--- config.mk ---
export PLATFORM = sky130hd
export DESIGN_NAME = islip_class_arbiter
export DESIGN_NICKNAME = d
export VERILOG_FILES = /design/src/rtl/islip_class_arbiter.sv
export SDC_FILE = /design/constraint.sdc
export NUM_CORES = 1
export LEC_CHECK = 0
export ABC_AREA = 1
export CAP_MARGIN = 15
export CORE_MARGIN = 5
export CORE_UTILIZATION = 24
export DETAILED_ROUTE_END_ITERATION = 16
export SETUP_SLACK_MARGIN = 0.3
export SKIP_LAST_GASP = 1
export SYNTH_ARGS = -nofsm -noshare
export SYNTH_HDL_FRONTEND = slang
export SYNTH_SLANG_ARGS = --single-unit
--- constraint.sdc ---
create_clock -name clk -period 21.4 [get_ports clk]
set_input_delay 3.21 -clock clk [delete_from_list [all_inputs] [get_ports clk]]
set_output_delay 3.21 -clock clk [all_outputs]
set_load 0.01 [all_outputs]
--- src/rtl/islip_class_arbiter.sv ---
// islip_class_arbiter
// Registered request-grant-accept arbiter for one crossbar output port.
// It picks one input port out of P strict-priority classes. Each class keeps
// its own round-robin pointer, and a pointer moves only when its offer is
// accepted. The grant is held while a transfer is in progress. A class that
// keeps losing accepts ages up to a limit and is then boosted above the
// others.
module islip_class_arbiter #(
    parameter int N            = 25,
    parameter int P            = 8,
    parameter int RR_EN        = 1,
    parameter int AGE_W        = 4,
    parameter int STARVE_LIMIT = 8
) (
    input  logic             clk,
    input  logic             reset,
    input  logic [P*N-1:0]   i_port_req,
    input  logic             i_accept,
    input  logic             i_release,
    output logic             o_grant_valid,
    output logic [N-1:0]     o_port_grant,
    output logic [P-1:0]     o_grant_priority,
    output logic             o_busy
);

    localparam int PTR_W    = (N > 1) ? $clog2(N) : 1;
    localparam int CLS_W    = (P > 1) ? $clog2(P) : 1;
    localparam int AGE_FULL = (1 << AGE_W) - 1;
    // Ages stop at the boost limit, or at counter full scale if that is lower
    // or if boosting is disabled.
    localparam int AGE_CAP  = (STARVE_LIMIT == 0 || STARVE_LIMIT > AGE_FULL)
                              ? AGE_FULL : STARVE_LIMIT;

    typedef enum logic [1:0] {
        ST_IDLE   = 2'd0,
        ST_OFFER  = 2'd1,
        ST_LOCKED = 2'd2
    } state_e;

    state_e             state_q;
    logic               grant_valid_q;
    logic [N-1:0]       port_grant_q;
    logic [P-1:0]       prio_q;
    logic               busy_q;
    logic [CLS_W-1:0]   cls_q;
    logic [PTR_W-1:0]   port_idx_q;
    logic [PTR_W-1:0]   ptr_q [P];
    logic [PTR_W-1:0]   ptr_d [P];
    logic [AGE_W-1:0]   age_q [P];
    logic [AGE_W-1:0]   age_d [P];

    logic [P-1:0]       cls_req_s;
    logic [P-1:0]       cls_boost_s;
    logic               any_req_s;
    logic               boost_any_s;
    logic [CLS_W-1:0]   cls_sel_s;
    logic [N-1:0]       cls_vec_s;
    logic [PTR_W-1:0]   ptr_cur_s;
    logic [PTR_W-1:0]   port_sel_s;
    logic [PTR_W-1:0]   idx_s;
    int                 sum_s;
    logic [N-1:0]       port_onehot_s;
    logic [P-1:0]       prio_onehot_s;
    logic               accept_s;
    logic [PTR_W-1:0]   ptr_inc_s;

    // Per-class request summary and starvation boost flags.
    always_comb begin
        cls_req_s   = '0;
        cls_boost_s = '0;
        for (int c = 0; c < P; c++) begin
            cls_req_s[c]   = |i_port_req[c*N +: N];
            cls_boost_s[c] = (STARVE_LIMIT != 0) && cls_req_s[c]
                             && (int'(age_q[c]) == STARVE_LIMIT);
        end
        any_req_s   = |cls_req_s;
        boost_any_s = |cls_boost_s;
    end

    // Class choice: lowest-index boosted class, else lowest-index requester.
    always_comb begin
        cls_sel_s = '0;
        for (int c = P - 1; c >= 0; c--) begin
            if (boost_any_s ? cls_boost_s[c] : cls_req_s[c]) begin
                cls_sel_s = CLS_W'(c);
            end else begin
                cls_sel_s = cls_sel_s;
            end
        end
    end

    // Port choice: first requester at or above the class pointer, wrapping.
    always_comb begin
        cls_vec_s  = '0;
        port_sel_s = '0;
        sum_s      = 0;
        idx_s      = '0;
        for (int c = 0; c < P; c++) begin
            if (CLS_W'(c) == cls_sel_s) begin
                cls_vec_s = i_port_req[c*N +: N];
            end else begin
                cls_vec_s = cls_vec_s;
            end
        end
        ptr_cur_s = (RR_EN != 0) ? ptr_q[cls_sel_s] : '0;
        // Walk downward so the smallest distance from the pointer wins.
        for (int k = N - 1; k >= 0; k--) begin
            sum_s = int'(ptr_cur_s) + k;
            if (sum_s >= N) begin
                sum_s = sum_s - N;
            end else begin
                sum_s = sum_s;
            end
            idx_s = PTR_W'(sum_s);
            if (cls_vec_s[idx_s]) begin
                port_sel_s = idx_s;
            end else begin
                port_sel_s = port_sel_s;
            end
        end
        port_onehot_s = {{(N-1){1'b0}}, 1'b1} << port_sel_s;
        prio_onehot_s = {{(P-1){1'b0}}, 1'b1} << cls_sel_s;
    end

    // Next pointer and age values, which change only on an accept event.
    always_comb begin
        accept_s  = (state_q == ST_OFFER) && i_accept;
        ptr_inc_s = (port_idx_q == PTR_W'(N - 1)) ? '0 : port_idx_q + 1'b1;
        for (int k = 0; k < P; k++) begin
            ptr_d[k] = ptr_q[k];
            age_d[k] = age_q[k];
            if (accept_s) begin
                if (CLS_W'(k) == cls_q) begin
                    ptr_d[k] = (RR_EN != 0) ? ptr_inc_s : '0;
                    age_d[k] = '0;
                end else if (cls_req_s[k]) begin
                    age_d[k] = (int'(age_q[k]) >= AGE_CAP) ? age_q[k]
                                                            : age_q[k] + 1'b1;
                end else begin
                    age_d[k] = '0;
                end
            end else begin
                age_d[k] = age_q[k];
            end
        end
    end

    // Pointer and age registers.
    always_ff @(posedge clk or negedge reset) begin
        if (!reset) begin
            for (int k = 0; k < P; k++) begin
                ptr_q[k] <= '0;
                age_q[k] <= '0;
            end
        end else begin
            for (int k = 0; k < P; k++) begin
                ptr_q[k] <= ptr_d[k];
                age_q[k] <= age_d[k];
            end
        end
    end

    // Offer/lock state machine with registered grant outputs.
    always_ff @(posedge clk or negedge reset) begin
        if (!reset) begin
            state_q       <= ST_IDLE;
            grant_valid_q <= 1'b0;
            port_grant_q  <= '0;
            prio_q        <= '0;
            busy_q        <= 1'b0;
            cls_q         <= '0;
            port_idx_q    <= '0;
        end else begin
            case (state_q)
                ST_IDLE: begin
                    if (any_req_s) begin
                        state_q       <= ST_OFFER;
                        grant_valid_q <= 1'b1;
                        port_grant_q  <= port_onehot_s;
                        prio_q        <= prio_onehot_s;
                        cls_q         <= cls_sel_s;
                        port_idx_q    <= port_sel_s;
                    end else begin
                        grant_valid_q <= 1'b0;
                        port_grant_q  <= '0;
                        prio_q        <= '0;
                    end
                    busy_q <= 1'b0;
                end
                ST_OFFER: begin
                    if (i_accept && !i_release) begin
                        state_q <= ST_LOCKED;
                        busy_q  <= 1'b1;
                    end else begin
                        // Declined offer or single-cycle transfer.
                        state_q       <= ST_IDLE;
                        grant_valid_q <= 1'b0;
                        port_grant_q  <= '0;
                        prio_q        <= '0;
                        busy_q        <= 1'b0;
                    end
                end
                ST_LOCKED: begin
                    if (i_release) begin
                        state_q       <= ST_IDLE;
                        grant_valid_q <= 1'b0;
                        port_grant_q  <= '0;
                        prio_q        <= '0;
                        busy_q        <= 1'b0;
                    end else begin
                        state_q <= ST_LOCKED;
                    end
                end
                default: begin
                    state_q       <= ST_IDLE;
                    grant_valid_q <= 1'b0;
                    port_grant_q  <= '0;
                    prio_q        <= '0;
                    busy_q        <= 1'b0;
                end
            endcase
        end
    end

    assign o_grant_valid    = grant_valid_q;
    assign o_port_grant     = port_grant_q;
    assign o_grant_priority = prio_q;
    assign o_busy           = busy_q;

endmodule

* Word-level counts from Yosys, hierarchy flattened
Index checks and enable logic that the tools add are counted.
** Storage, ports and cells
- Bits of input ports :: 204
- Flip-flop bits (word level) :: 117
- Word-level logic and storage cells :: 391
- Output and inout bits :: 35
** Cells by class
- Magnitude comparators :: 59
- Multiplexer cells :: 170
- Add/subtract/negate cells :: 58
- Reductions and logical operators :: 42
- Shift-type cells :: 2
- Bitwise operators :: 1
- Equal/unequal tests :: 36
** Operator list (number)
- 25-bit 2-to-1 mux :: 11
- 5-bit 2-to-1 mux :: 53
- 200-bit OR reduction :: 1
- 25-bit OR reduction :: 8
- 5-bit by 6-bit less-than comparator with 1-bit output (second input constant) :: 25
- 6-bit by 5-bit >= comparator with 1-bit output (second input constant) :: 24
- 1-bit binary-select mux with 5-bit select :: 25
- 5-bit subtractor (second input constant) :: 25
- 4-bit 2-to-1 mux :: 24
- 25-bit one-hot mux with 3 select lines :: 1
- 5-bit by 5-bit adder with 6-bit output (second input constant) :: 9
- 5-bit by 4-bit adder with 6-bit output (second input constant) :: 8
- 1-bit 2-to-1 mux :: 37
- 4-bit >= comparator (second input constant) :: 9
- 2-bit AND reduction :: 18
- 4-bit by 1-bit adder with 4-bit output (second input constant) :: 8
- 4-bit == test (second input constant) :: 8
- 1-bit by 5-bit left shift with 25-bit output (first input constant) :: 1
- 5-bit by 3-bit adder with 6-bit output (second input constant) :: 4
- 3-bit == test (first input constant) :: 8
- 3-bit 2-to-1 mux :: 8
- 8-bit 2-to-1 mux :: 3
- 3-bit != test (second input constant) :: 8
- 8-bit one-hot mux with 3 select lines :: 1
- 22 further kinds :: 41

* Logic depth before layout (Yosys ltp)
- Word-level depth :: 51
- Gate-level depth with buffers :: 83
- Mapped depth without buffers :: 78

* Least setup slack after synthesis
OpenSTA, ideal clock, no wires.
- Path type :: in2reg
- Start :: in i_port_req[103]
- End :: reg port_grant_q[16] (netlist: o_port_grant[16])
- Buffers on the path :: 1
- Setup slack :: 11565 ps
- Stages on the path :: 71
- Data required time :: 21334 ps
- Library setup time :: 66 ps
- Arrival :: 9770 ps
- Cells stage by stage :: nor2_1 nand2_1 nor2_2 nand2_1 o21ai_2 nand2_1 nor2_2 nand2_2 nand2_1 nand2_1 nand3_1 nand3_2 a21oi_4 inv_2 nor2_4 nand2_1 o21a_1 nand3_1 [35 not listed] nand2_1 nand2_1 nand2_1 nand2_1 nand2_1 nand2_1 nand2_1 nand2_1 nand2_1 nand2_1 nand2_1 nand2_1 nand2_1 nand2_1 nand2_4 a21oi_2 nand4_1 nand2_1
** Between the ends
- Cells in the longest elaborated chain, start to end :: 51
- Elaborated cells between the ends (all ways) :: 217
- Those cells by class :: add/sub (49); order compare (25); eq/ne (7); shift (1); mux (129); bitwise (1); reduce/logical (5)
** Ends and longest elaborated chain
- start, declared :: RTL line 17 : input logic [P*N-1:0] i_port_req,
- branches (longest 49 deep; another with 25-bit OR reduction)
- 25-bit 2-to-1 mux * :: RTL line 176 : if (any_req_s) begin
- 25-bit one-hot mux with 3 select lines * :: RTL line 174 : case (state_q)
- end signal, assigned :: RTL line 179 : port_grant_q <= port_onehot_s;
- end, declared :: RTL line 42 : logic [N-1:0] port_grant_q;
Mark *: on every way between the ends. The select of a mux whose other input is x is not followed.
A chain may end at the register's enable or synchronous reset.

* Worst setup path in the final report
- Start :: in i_port_req[195]
- End :: reg port_grant_q[16] (netlist: o_port_grant[16])
Same word-level chain as after synthesis.

==> impl_results.md <==
* Starting DRT DRC Count at 3,050
* Number of antenna violations at the first check in global routing at 7
* # port buffers at 238
* Minimum period implied by the final worst setup slack at 13,440 ps
* Site Rows at 102
* Max capacitance violation total at 0
* Accumulated negative setup slack at 0 ps
* Average instance area after synthesis at 5.661 µm²
* Number of optimization iterations in the first detailed-route pass at 6
* Kind of end point of the critical path: register
* DRC violations left at 0
* Area grow syn2layout at 21.49%
* Worst r2r path cells at 70
* Endpoint required time on the critical path at 21,750 ps
* Worst-path maximum fanout at 25
* Count of nets left with antenna violations after detail routing at 0
* GP Congestion at 1.149
* Post-synthesis cell area at 18,610 µm²
* Slowest stage cell on the critical path: sky130_fd_sc_hd__o22ai_1
* CTS tree: done
* Final Cycle Share at 62.83%
* Root Buffer: sky130_fd_sc_hd__clkbuf_16
* Synthesized flop and latch total at 117
* Worst Max-Slew Pin Slew at 1139 ps
* Normalized max-slew margin at 24.07%
* Ratio of cells with drive above 1 in the final layout at 7.695%
* Data arrival time of the critical path at 13,790 ps
* Maximum count of clock buffers along a single path at 2
* Number of clock buffers inserted by TritonCTS at 17
* Leading cell types in the layout, fill and taps excluded: sky130_fd_sc_hd__nand2_1, sky130_fd_sc_hd__nor2_1, sky130_fd_sc_hd__inv_1, sky130_fd_sc_hd__o21ai_0, sky130_fd_sc_hd__nand3_1
* HPWL Detailed at 72,680 µm
* Kind of cell adding the most delay to the critical path: simple AND/OR/NAND/NOR gates
* Via Count at 24,600
* Critical path depth at 71
* Final setup violation count at 0
* Syn_nets at 3,536
* Pins over their slew limit at 0
* Part of the Yosys area used for sequential elements at 15.73%
* Mean number of vias per cell at 5.431
* Maximum single-stage delay on the critical path at 850 ps
* Hold path depth at 2
* Number of primary I/O pins at 239
* Sum of buffers and inverters on the critical path at 9
* Class of the worst hold path: register to register
* Leading cell type in the layout, fill and taps excluded: sky130_fd_sc_hd__nand2_1
* Number of clock sinks at 117
* Post-CTS Hold Buffers at 0
* Cell count after synthesis at 3,287
* Number of global-route vias before repair at 22,370
* Hold Fails Final Rpt at 0
* Number of enable-type register cells in the synthesized netlist at 0
* Horizontal die dimension at 288.4 µm
* Global-route wire length before repair at 142,400 µm
* Remaining global-route overflow at 0
* Share of synthesized flip-flops with an asynchronous set or reset at 100.0%
* Status: complete, no violations
* Wire length after detailed routing at 97,110 µm
* Vertical die dimension at 288.4 µm
* Number of library cell types mapped by synthesis at 68
* Unrepaired setup endpoints after global routing: no
* Clock latency of the later-clocked register in the worst-skew pair at 410 ps
* Start-to-end type of the worst setup path: primary input to register
* Crit path launch type: primary input
* Clock skew after layout at 13.11 ps
* Fmax achieved at 0.07438 GHz
* Aggregate global-route resource usage at 22.22%
* Largest net degree at the start of global routing at 66
* Number of instances resized during post-cts repair at 0
* Net count, final at 3,719
* Initial Util at 24.10%
* Buffers inserted during post-CTS setup optimization at 0
* Per-cell routed wire length at 21.44 µm
* Yosys Warn Count at 0
* Area of the die at 83,200 µm²
* Filler Cell Count at 8,687
* Cell type with the highest occurrence count on the critical path: sky130_fd_sc_hd__nand2_1
* Core footprint at 77,210 µm²
* Clock transition at the registers of the reported paths at 60 ps
* Most used flip-flop cell after synthesis: sky130_fd_sc_hd__dfrtp_1
* H-tree depth reported by CTS at 4
-- cell families (layout without fill, tap and decap cells) --
family | Yosys count | in the layout | share of synthesized area [%]
simple gates | 1784 | 1784 | 41.47
compound gates | 803 | 803 | 26.40
buf+inv | 494 | 690 | 10.91
flops | 117 | 117 | 15.73
fa+ha+maj | 45 | 45 | 3.026
xor+xnor | 44 | 44 | 2.454
other cells | 0 | 6 | 0
-- layer usage --
layer	global-route usage, %	routed length, µm	up-vias
li1	-	-	11410
met1	30.48	40240	11370
met2	32.56	39940	1499
met3	6.038	11620	321
met4	9.853	5292	2
met5	0	13	-
-- metrics by stage --
step	utilization, %	cell area (µm²)	instances	worst slack (ps)	hold WS, ps
finish	29.28	22610	4529	7955	474.9
global route	29.28	22610	4529	7070	506.7
CTS	29.26	22590	4523	8256	473.3
detailed placement	28.51	22020	4491	7838	459.0
global placement	28.51	22020	4491	8018	458.2
floorplan	-	18610	3287	11560	442.3
-- sequential cells by signal, summed over array words and instances (netlist names) --
name              flops
o_busy                1
o_port_grant         25
cls_q                 3
o_grant_priority      8
age_q                32
port_idx_q            5
o_grant_valid         1
ptr_q                40
state_q               2
-- final cells by class --
| type | count | area (µm²) | area share, % |
|---|---|---|---|
| clock inverter | 12 | 118.9 | 0.5258 |
| inverter | 384 | 1456 | 6.442 |
| sequential | 117 | 2928 | 12.95 |
| multi-input combinational | 2676 | 13680 | 60.52 |
| timing repair buffer | 274 | 2650 | 11.72 |
| antenna | 6 | 15.01 | 0.06642 |
| clock buffer | 20 | 456.7 | 2.020 |
| tap | 1040 | 1301 | 5.756 |
-- Yosys cell counts, types with 10 or more instances --
| cell | number | area share (%) |
|---|---|---|
| sky130_fd_sc_hd__clkinv_1 | 10 | 0.20 |
| sky130_fd_sc_hd__xor2_1 | 27 | 1.3 |
| sky130_fd_sc_hd__buf_2 | 33 | 0.89 |
| sky130_fd_sc_hd__nor3_1 | 22 | 0.59 |
| sky130_fd_sc_hd__nand2_2 | 43 | 1.4 |
| sky130_fd_sc_hd__nor2_1 | 347 | 7.0 |
| sky130_fd_sc_hd__o21ai_1 | 53 | 1.4 |
| sky130_fd_sc_hd__a22oi_1 | 25 | 1.0 |
| sky130_fd_sc_hd__o211ai_1 | 100 | 4.0 |
| sky130_fd_sc_hd__inv_2 | 40 | 0.81 |
| sky130_fd_sc_hd__o21ai_2 | 23 | 1.1 |
| sky130_fd_sc_hd__nand3_1 | 250 | 6.7 |
| sky130_fd_sc_hd__nand3_2 | 14 | 0.75 |
| sky130_fd_sc_hd__nor2_2 | 20 | 0.67 |
| sky130_fd_sc_hd__o21ai_0 | 283 | 7.6 |
| sky130_fd_sc_hd__nand2_1 | 985 | 20 |
| sky130_fd_sc_hd__o22ai_1 | 13 | 0.44 |
| sky130_fd_sc_hd__a21oi_1 | 180 | 4.8 |
| sky130_fd_sc_hd__ha_1 | 45 | 3.0 |
| sky130_fd_sc_hd__inv_1 | 329 | 6.6 |
| sky130_fd_sc_hd__nand2_4 | 15 | 0.91 |
| sky130_fd_sc_hd__dfrtp_1 | 117 | 16 |
| sky130_fd_sc_hd__clkbuf_1 | 54 | 1.1 |
| sky130_fd_sc_hd__a221oi_1 | 14 | 0.66 |
| sky130_fd_sc_hd__nand4_1 | 53 | 1.8 |
| sky130_fd_sc_hd__o221ai_1 | 29 | 1.4 |
| sky130_fd_sc_hd__o311ai_0 | 13 | 0.61 |
-- worst register-to-register path, delay by kind of cell, from the launching register on --
family / cells / cell delay [ps]
flip-flops: 1 / 400
adder cells (fa/ha/maj): 2 / 600
AND/OR/NAND/NOR: 52 / 4910
buffers and inverters: 9 / 1960
AO/OA/AOI/OAI: 7 / 2450
-- worst paths after layout --
| path | slack, ps | start | to |
|---|---|---|---|
| setup / recovery | 7960 | i_port_req[195] | o_port_grant[16]$_DFFE_PN0P_ |
| hold / removal | 470 | ptr_q[2]$_DFFE_PN0P_ | ptr_q[2]$_DFFE_PN0P_ |
| setup reg to reg | 11010 | age_q[20]$_DFFE_PN0P_ | o_port_grant[16]$_DFFE_PN0P_ |
| hold reg to reg | 470 | ptr_q[2]$_DFFE_PN0P_ | ptr_q[2]$_DFFE_PN0P_ |
| max in group asynchronous | 17280 | reset | ptr_q[36]$_DFFE_PN0P_ |
| min in group asynchronous | 2890 | reset | age_q[21]$_DFFE_PN0P_ |
Power is left out: the tool's default activity adds up to more than one toggle a clock period on the data nets, which glitch-free logic cannot reach.
